--- src/rtl/bdpsk_pkg.sv ---
// Shared constants and types for the BDPSK phase/address generator.
package bdpsk_pkg;

  // Sine LUT is 128 entries, so addresses are 7 bits wide.
  localparam int ADDR_W = 7;

  // Half a LUT period: adding this to the address is a pi phase shift.
  localparam logic [ADDR_W-1:0] PI_OFFSET = 7'd64;

  // Top-level control state.
  typedef enum logic {
    IDLE = 1'b0,
    RUN  = 1'b1
  } state_t;

  // Apply the differential-symbol phase offset. The 7-bit add drops the carry,
  // which is exactly the modulo-128 wrap the LUT needs.
  function automatic logic [ADDR_W-1:0] pi_shift(input logic [ADDR_W-1:0] base,
                                                 input logic              d_sym);
    return base + (d_sym ? PI_OFFSET : '0);
  endfunction

endpackage

--- src/rtl/bdpsk_nco_acc.sv ---
// Phase accumulator for the carrier NCO. Exposes only the top ADDR_W bits,
// which index the sine LUT directly.
module bdpsk_nco_acc
  import bdpsk_pkg::*;
#(
  parameter int PHASE_W = 16,
  parameter int FCW     = 512
) (
  input  logic              clk,
  input  logic              reset_n,
  input  logic              clear,
  input  logic              advance,
  output logic [ADDR_W-1:0] phase_top
);

  localparam logic [PHASE_W-1:0] STEP = PHASE_W'(FCW);

  logic [PHASE_W-1:0] acc;

  // Clear has priority so the carrier always restarts at phase 0 from IDLE;
  // otherwise the accumulator free-runs modulo 2^PHASE_W across symbols.
  always_ff @(posedge clk or negedge reset_n) begin
    if (!reset_n) begin
      acc <= '0;
    end else if (clear) begin
      acc <= '0;
    end else if (advance) begin
      acc <= acc + STEP;
    end
  end

  assign phase_top = acc[PHASE_W-1 -: ADDR_W];

endmodule

--- src/rtl/bdpsk_phase_gen.sv ---
// BDPSK sine-LUT address generator: takes a serial bit stream over a
// valid/ready handshake, differentially encodes it, and emits one registered
// LUT address per clock from a coherent NCO, adding a pi offset when the
// encoded symbol is 1.
module bdpsk_phase_gen
  import bdpsk_pkg::*;
#(
  parameter int PHASE_W = 16,
  parameter int FCW     = 512,
  parameter int SPS     = 128
) (
  input  logic              clk,
  input  logic              reset_n,
  input  logic              enable,
  input  logic              bit_in,
  input  logic              bit_valid,
  output logic              bit_ready,
  output logic [ADDR_W-1:0] address,
  output logic              addr_valid,
  output logic              symbol_strobe,
  output logic              underrun
);

  localparam int             CNT_W   = (SPS > 1) ? $clog2(SPS) : 1;
  localparam logic [CNT_W-1:0] CNT_MAX = CNT_W'(SPS - 1);

  state_t             state;
  state_t             state_nxt;
  logic [CNT_W-1:0]   sym_cnt;
  logic               hold_full;
  logic               hold_bit;
  logic               d;

  logic               at_bound;
  logic               load;
  logic               stop;
  logic               running;
  logic               bypass;
  logic               store_bit;
  logic               sym_bit;
  logic               d_new;
  logic [ADDR_W-1:0]  phase_top;

  // Symbol-boundary decode and bit selection for the differential encoder.
  always_comb begin
    at_bound  = (sym_cnt == '0);
    load      = enable & ((state == IDLE) | ((state == RUN) & at_bound));
    stop      = (state == RUN) & at_bound & ~enable;
    running   = load | ((state == RUN) & ~at_bound);
    // A bit arriving on the boundary with an empty hold register is used
    // directly rather than stored, so it costs no extra symbol of latency.
    bypass    = load & ~hold_full & bit_valid;
    store_bit = bit_valid & ~hold_full & ~load;
    sym_bit   = 1'b0;
    if (hold_full) begin
      sym_bit = hold_bit;
    end else if (bypass) begin
      sym_bit = bit_in;
    end
    d_new     = load ? (d ^ sym_bit) : d;
  end

  assign bit_ready = ~hold_full;

  // State register.
  always_ff @(posedge clk or negedge reset_n) begin
    if (!reset_n) begin
      state <= IDLE;
    end else begin
      state <= state_nxt;
    end
  end

  // Next-state: start on a load, stop only at a symbol boundary so a symbol
  // in flight always completes.
  always_comb begin
    state_nxt = state;
    case (state)
      IDLE:    if (load) state_nxt = RUN;
      RUN:     if (stop) state_nxt = IDLE;
      default: state_nxt = IDLE;
    endcase
  end

  // One-entry hold register; its contents survive IDLE and are only lost on reset.
  always_ff @(posedge clk or negedge reset_n) begin
    if (!reset_n) begin
      hold_full <= 1'b0;
      hold_bit  <= 1'b0;
    end else if (load && hold_full) begin
      hold_full <= 1'b0;
    end else if (store_bit) begin
      hold_full <= 1'b1;
      hold_bit  <= bit_in;
    end
  end

  // Differential encoder state; returns to 0 whenever the block goes idle.
  always_ff @(posedge clk or negedge reset_n) begin
    if (!reset_n) begin
      d <= 1'b0;
    end else if (stop) begin
      d <= 1'b0;
    end else if (load) begin
      d <= d_new;
    end
  end

  // Samples-per-symbol counter; zero marks the next symbol boundary.
  always_ff @(posedge clk or negedge reset_n) begin
    if (!reset_n) begin
      sym_cnt <= '0;
    end else if (running) begin
      sym_cnt <= (sym_cnt == CNT_MAX) ? '0 : sym_cnt + 1'b1;
    end else begin
      sym_cnt <= '0;
    end
  end

  // Carrier phase: held at zero while idle, advancing every active sample.
  bdpsk_nco_acc #(
    .PHASE_W (PHASE_W),
    .FCW     (FCW)
  ) u_nco (
    .clk       (clk),
    .reset_n   (reset_n),
    .clear     (~running),
    .advance   (running),
    .phase_top (phase_top)
  );

  // Registered outputs; strobes line up with the first address of a symbol.
  always_ff @(posedge clk or negedge reset_n) begin
    if (!reset_n) begin
      address       <= '0;
      addr_valid    <= 1'b0;
      symbol_strobe <= 1'b0;
      underrun      <= 1'b0;
    end else begin
      if (running) begin
        address    <= pi_shift(phase_top, d_new);
        addr_valid <= 1'b1;
      end else begin
        address    <= '0;
        addr_valid <= 1'b0;
      end
      symbol_strobe <= load;
      underrun      <= load & ~hold_full & ~bit_valid;
    end
  end

endmodule

--- config.mk ---
export PLATFORM = sky130hd
export DESIGN_NAME = bdpsk_phase_gen
export DESIGN_NICKNAME = d
export VERILOG_FILES = /design/src/rtl/bdpsk_pkg.sv /design/src/rtl/bdpsk_nco_acc.sv /design/src/rtl/bdpsk_phase_gen.sv
export SDC_FILE = /design/constraint.sdc
export NUM_CORES = 1
export LEC_CHECK = 0
export ABC_CLOCK_PERIOD_IN_PS = 1800
export CAP_MARGIN = 0
export CORE_MARGIN = 8
export CORE_UTILIZATION = 30
export DETAILED_ROUTE_END_ITERATION = 7
export PLACE_DENSITY_LB_ADDON = 0.12
export SLEW_MARGIN = 10
export SYNTH_ARGS = -nofsm -noshare
export SYNTH_HDL_FRONTEND = slang
export SYNTH_SLANG_ARGS = --single-unit
--- constraint.sdc ---
create_clock -name clk -period 1.8 [get_ports clk]
set_clock_uncertainty 0.05 [all_clocks]
set_input_delay 0.36 -clock clk [delete_from_list [all_inputs] [get_ports clk]]
set_output_delay 0.36 -clock clk [all_outputs]
set_load 0.05 [all_outputs]
# --- Yosys cells after proc, flatten, opt, wreduce, memory -nomap -nowiden ---
# Cells that the tools add are included.
classes:
  bitwise_logic: 19
  n_addsub: 3
  n_reduce_logical: 5
  muxes: 16
  eq_ne: 1
ops:
  columns: ["cell", "n"]
  rows:
  - ["$mux 7", 4]
  - ["$add 16x10->16 const B", 1]
  - ["$mux 16", 1]
  - ["$mux 1", 10]
  - ["$and 1x1->1", 9]
  - ["$add 7x1->7 const B", 1]
  - ["$add 7x7->7", 1]
  - ["$eq 7x7->1 const B", 1]
  - ["$logic_not 7->1", 1]
  - ["$not 1->1", 7]
  - ["$reduce_bool 2->1", 2]
  - ["$or 1x1->1", 2]
  - ["$pmux 1 s2", 1]
  - ["$reduce_and 2->1", 1]
  - ["$logic_and 1x1->1", 1]
  - ["$xor 1x1->1", 1]
word_totals:
  reg_bits: 37

# --- Depth between registers and ports, before layout ---
logic_depth:
  depth_word: 13
  ltp_mapped: 6
  mapped_depth_nobuf: 6

# --- Hierarchy ---
# From an unflattened synthesis, not the netlist that was laid out.
unflattened:
  cells_unflattened: 110
  area_unflattened_um2: 1229.9
by_module_without_submodules:
  columns: ["mod", "seq_area_each_um2", "area_each_um2", "instances", "cells_each"]
  rows:
  - ["bdpsk_phase_gen", 525.5, 922.1, 1, 81]
  - ["bdpsk_nco_acc", 175.2, 307.8, 1, 29]

# --- Least setup slack after synthesis ---
# OpenSTA, ideal clock, no wires.
synth_path:
  path_kind: "reg2reg"
  from: "register sym_cnt[6]"
  to: "register sym_cnt[2]"
  path_stages_with_launch: 5
  path_slack_ns: 0.133
  n_path_buf: 0
  t_arrival_ns: 1.493
  required_time_ns: 1.627
  cell_sequence: "dfrtp_1 -> or4_4 -> o31ai_4 -> o21bai_2 -> nor2_1"
synth_via:
  elab_chain_len: 6
  word_cells_on_any_way: 10
  classes_between: "eq/ne (1); mux (2); bitwise (6); reduce/logical (1)"
synth_lines:
  columns: ["item", "line", "text"]
  rows:
  - ["from (decl)", "bdpsk_phase_gen.sv:29", "logic [CNT_W-1:0] sym_cnt;"]
  - ["from (signal assigned)", "bdpsk_phase_gen.sv:114", "sym_cnt <= (sym_cnt == CNT_MAX) ? '0 : sym_cnt + 1'b1;"]
  - ["$logic_not 7->1", "bdpsk_phase_gen.sv:46", "at_bound = (sym_cnt == '0);"]
  - ["$and 1x1->1", "bdpsk_phase_gen.sv:47", "load = enable & ((state == IDLE) | ((state == RUN) & at_bound));"]
  - ["$or 1x1->1", "bdpsk_phase_gen.sv:47", null]
  - ["$and 1x1->1", "bdpsk_phase_gen.sv:47", null]
  - ["$or 1x1->1", "bdpsk_phase_gen.sv:49", "running = load | ((state == RUN) & ~at_bound);"]
  - ["$mux 7 (*)", "bdpsk_phase_gen.sv:113", "end else if (running) begin"]
# Every way passes the cells marked *; elsewhere a longest branch is shown, timed or not.
# A chain may end at the register's enable or synchronous reset.

# --- Worst setup path in the final report ---
layout_path:
  from: "register sym_cnt[3]"
  to: "register hold_bit"
layout_via:
  elab_chain_len: 7
  word_cells_on_any_way: 9
  classes_between: "bitwise (6); reduce/logical (3)"
layout_lines:
  columns: ["item", "line", "text"]
  rows:
  - ["$logic_not 7->1 (*)", "bdpsk_phase_gen.sv:46", null]
  - ["$and 1x1->1 (*)", "bdpsk_phase_gen.sv:47", null]
  - ["$or 1x1->1 (*)", "bdpsk_phase_gen.sv:47", null]
  - ["$and 1x1->1 (*)", "bdpsk_phase_gen.sv:47", null]
  - ["$not 1->1 / $logic_and 1x1->1 (equally long branches)", "bdpsk_phase_gen.sv:53, bdpsk_phase_gen.sv:90", null]
  - ["$and 1x1->1 / $not 1->1 (equally long branches)", null, null]
  - ["$reduce_and 2->1 (no source line) (*)", null, null]
  - ["to (signal assigned)", "bdpsk_phase_gen.sv:94", "hold_bit <= bit_in;"]
  - ["to (decl)", "bdpsk_phase_gen.sv:31", "logic hold_bit;"]
# Marks and branches as above.

==> results.ini <==
[placed_design]
hpwlAfterDp_microns = 1607
gp_congestion = 0.7185
portBuffers = 15
place_area_sq_mm = 0.001486
place_ws_ps = 12.51

[floorplanning]
ios = 16
dieArea_sq_mm = 0.006389
initial_utilization_pct = 30.88
core_sq_mm = 0.003971
dieWidth_microns = 79.93
die_h_microns = 79.93
rows = 23

[finish]
final_cell_mix = dfrtp_1, buf_4, nor2_1
antenna_cells = 0
final_core_util_pct = 40.45
layout-drive-gt1-share_pct = 29.29
syn_to_final_growth_pct = 31.02
fill_cells = 397
fin_nets = 149
design_area_sq_mm = 0.001607
layout_commonest_cell = dfrtp_1

[synth]
synth-simple-area-share_pct = 20.51
netlist_area_sq_mm = 0.001226
synth_seq_cells = 28
synthDistinctLibCells = 31
yosysWarnings = 0
synth-xor-area-share_pct = 7.143
synth_top_family_by_area = simple AND/OR/NAND/NOR gates
synth_compound_area_share_pct = 8.776
syn_avg_cell_area_sq_um = 11.46
syn-num-nets = 115
syn_inst = 107
synth.area.mux_share_pct = 0.9184
synthAdderAreaFrac_pct = 3.061
ys_seq_area_share_pct = 57.14

[pwr]
switching_power_mw = 1.034
pwr-share-comb_pct = 47.5
power.density_mw_per_mm2 = 1713
ir_drop_uv = 521.1
p_int_mw = 1.718
pwr-share-seq_pct = 34.6
leakage_nw = 0.7654
netSwitchingFraction_pct = 37.58
clkPwrFrac_pct = 17.8

[routing]
first_pass_iters = 3
drt_wl_total_microns = 2146
detail_route.iter0.violations = 26
remaining_drc_errors = 0
vias = 814
avgViaCountPerCell = 4.284
postRouteAntennaNets = 0
wl_per_cell_microns = 11.29

[timing]
setup_viol = 0
maxSlewHeadroom_pct = 76.36
drv_slew = 0
worst_slack_ps = 29.37
finalCriticalPeriod_ps = 1771
rsz0062_at_grt = yes
timing.fmax_mhz = 564.8
hold_viol = 0
worst_pin_slew_ps = 354.5
period_share_pct = 98.37
final.setup.tns_ps = 0
whs_ps = 403.7

[grt]
use_met2_pct = 11.40
grt_max_degree = 29
grt_pass1_wl_microns = 3891
grt_usage_pct = 7.603
grt_pass1_vias = 826
gr-usage-met1_pct = 10.18
grt-busiest-layer = met2
use_met3_pct = 2.365
antenna_found_initial = 0
overflow = 0

[cts]
clockBufferDepth = 2
htreeDepth = 1
cts.sinks = 28
cts-buffers-inserted = 3
path_clk_slew_ps = 100
cts_hold_buf = 0
cts_root_buffer = clkbuf_8
clkLatencyLatePin_ps = 270
cts_tree = yes

[hold_path]
hold_class = primary input to asynchronous set/reset pin

[setup_path]
end_kind = register
crit_fanout = 4
r2r_cells = 5
reg2reg_slack_ps = 30
arrival_ps = 1890
required_ps = 1920
startpoint_type = register
crit_type = register to register

[status]
status = complete, no violations

[run]
maxCapViolations = 0

## registers in the layout (all words and copies together) (netlist names)
register	cells
addr_valid	1
state	1
symbol_strobe	1
hold_full	1
u_nco.acc	7
sym_cnt	7
hold_bit	1
d	1
underrun	1
address	7
## cells by family (layout without fill, tap and decap cells)
| group | Yosys count | count (layout) |
|---|---|---|
| xor gates and xnor gates | 10 | 10 |
| buffers and inverters | 7 | 40 |
| AOI/OAI and AO/OA | 11 | 11 |
| muxes | 1 | 1 |
| and+or+nand+nor | 47 | 47 |
| DFF | 28 | 28 |
| adders and majority gates | 3 | 3 |
## area by class of cell
cell class              instances  area, sq um  share of cell area [%]
repair buffers                 30        242.7                   15.11
well taps                      50        62.56                   3.894
clock inverters                 1        30.03                   1.869
clock buffers                   3        41.29                   2.570
flip-flops and latches         28        700.7                   43.61
inverters                       6        22.52                   1.402
multi-input cells              72        506.7                   31.54
## through the flow
stage               total power, mW  std cells
floorplan                     1.817        107
global placement              2.172        182
detailed placement            2.192        182
CTS                           2.686        186
global route                  2.965        190
finish                        2.752        190
## cell usage after synthesis, drive strengths merged
cell	instances	share of area [%]
nand4	1	0.51
o22a	1	0.71
nand2	4	1.2
inv	6	1.8
nor2b	4	2.0
xor2	4	2.9
or3	2	1.1
a22o	1	0.71
xnor2	6	4.3
and2b	6	3.7
o21ai	2	1.7
a21oi	2	0.82
buf	1	0.61
nor2	16	4.9
a21boi	1	0.92
and3	2	1.1
or2	1	0.51
dfrtp	28	57
and2	1	0.61
or2b	1	0.61
o21bai	1	0.92
or4	1	0.92
mux2	1	0.92
nor3	1	0.41
nand3	7	2.9
o211ai	2	1.2
o31ai	1	1.7
ha	3	3.1
## layer usage
| layer | vias to the layer above | routed length, microns |
|---|---|---|
| li1 | 417 | - |
| met3 | 2 | 130 |
| met4 | 0 | 17 |
| met1 | 383 | 996 |
| met5 | - | 0 |
| met2 | 12 | 1002 |
## worst paths after layout
check | end | start
max reg2reg | hold_bit | sym_cnt[3]
min in group clk | u_nco.acc[9] | u_nco.acc[9]
min | hold_full | reset_n
min reg2reg | u_nco.acc[9] | u_nco.acc[9]
max in group asynchronous | u_nco.acc[11] | reset_n
max | hold_bit | sym_cnt[3]
## repair_timing
action                     CTS  global route
setup endpoints to repair    0            10
gates resized for setup      0             4
buffers inserted             0             4
## power by group through the flow
stage / registers, mW / logic [mW] / clock network, mW
6_report: 0.952 / 1.31 / 0.491
2_1_floorplan: 1.20 / 0.616 / 0
4_1_cts: 0.955 / 1.23 / 0.504
3_3_place_gp: 0.967 / 1.21 / 0
5_1_grt: 0.988 / 1.44 / 0.534
3_5_place_dp: 0.968 / 1.22 / 0
## critical path: stages (launching register included)
cell and delay, ps:
dfrtp_1 400, or4_4 560, buf_4 160, o21ai_4 160
a21boi_2 80, mux2_2 260
(Power assumes the default switching activity.)
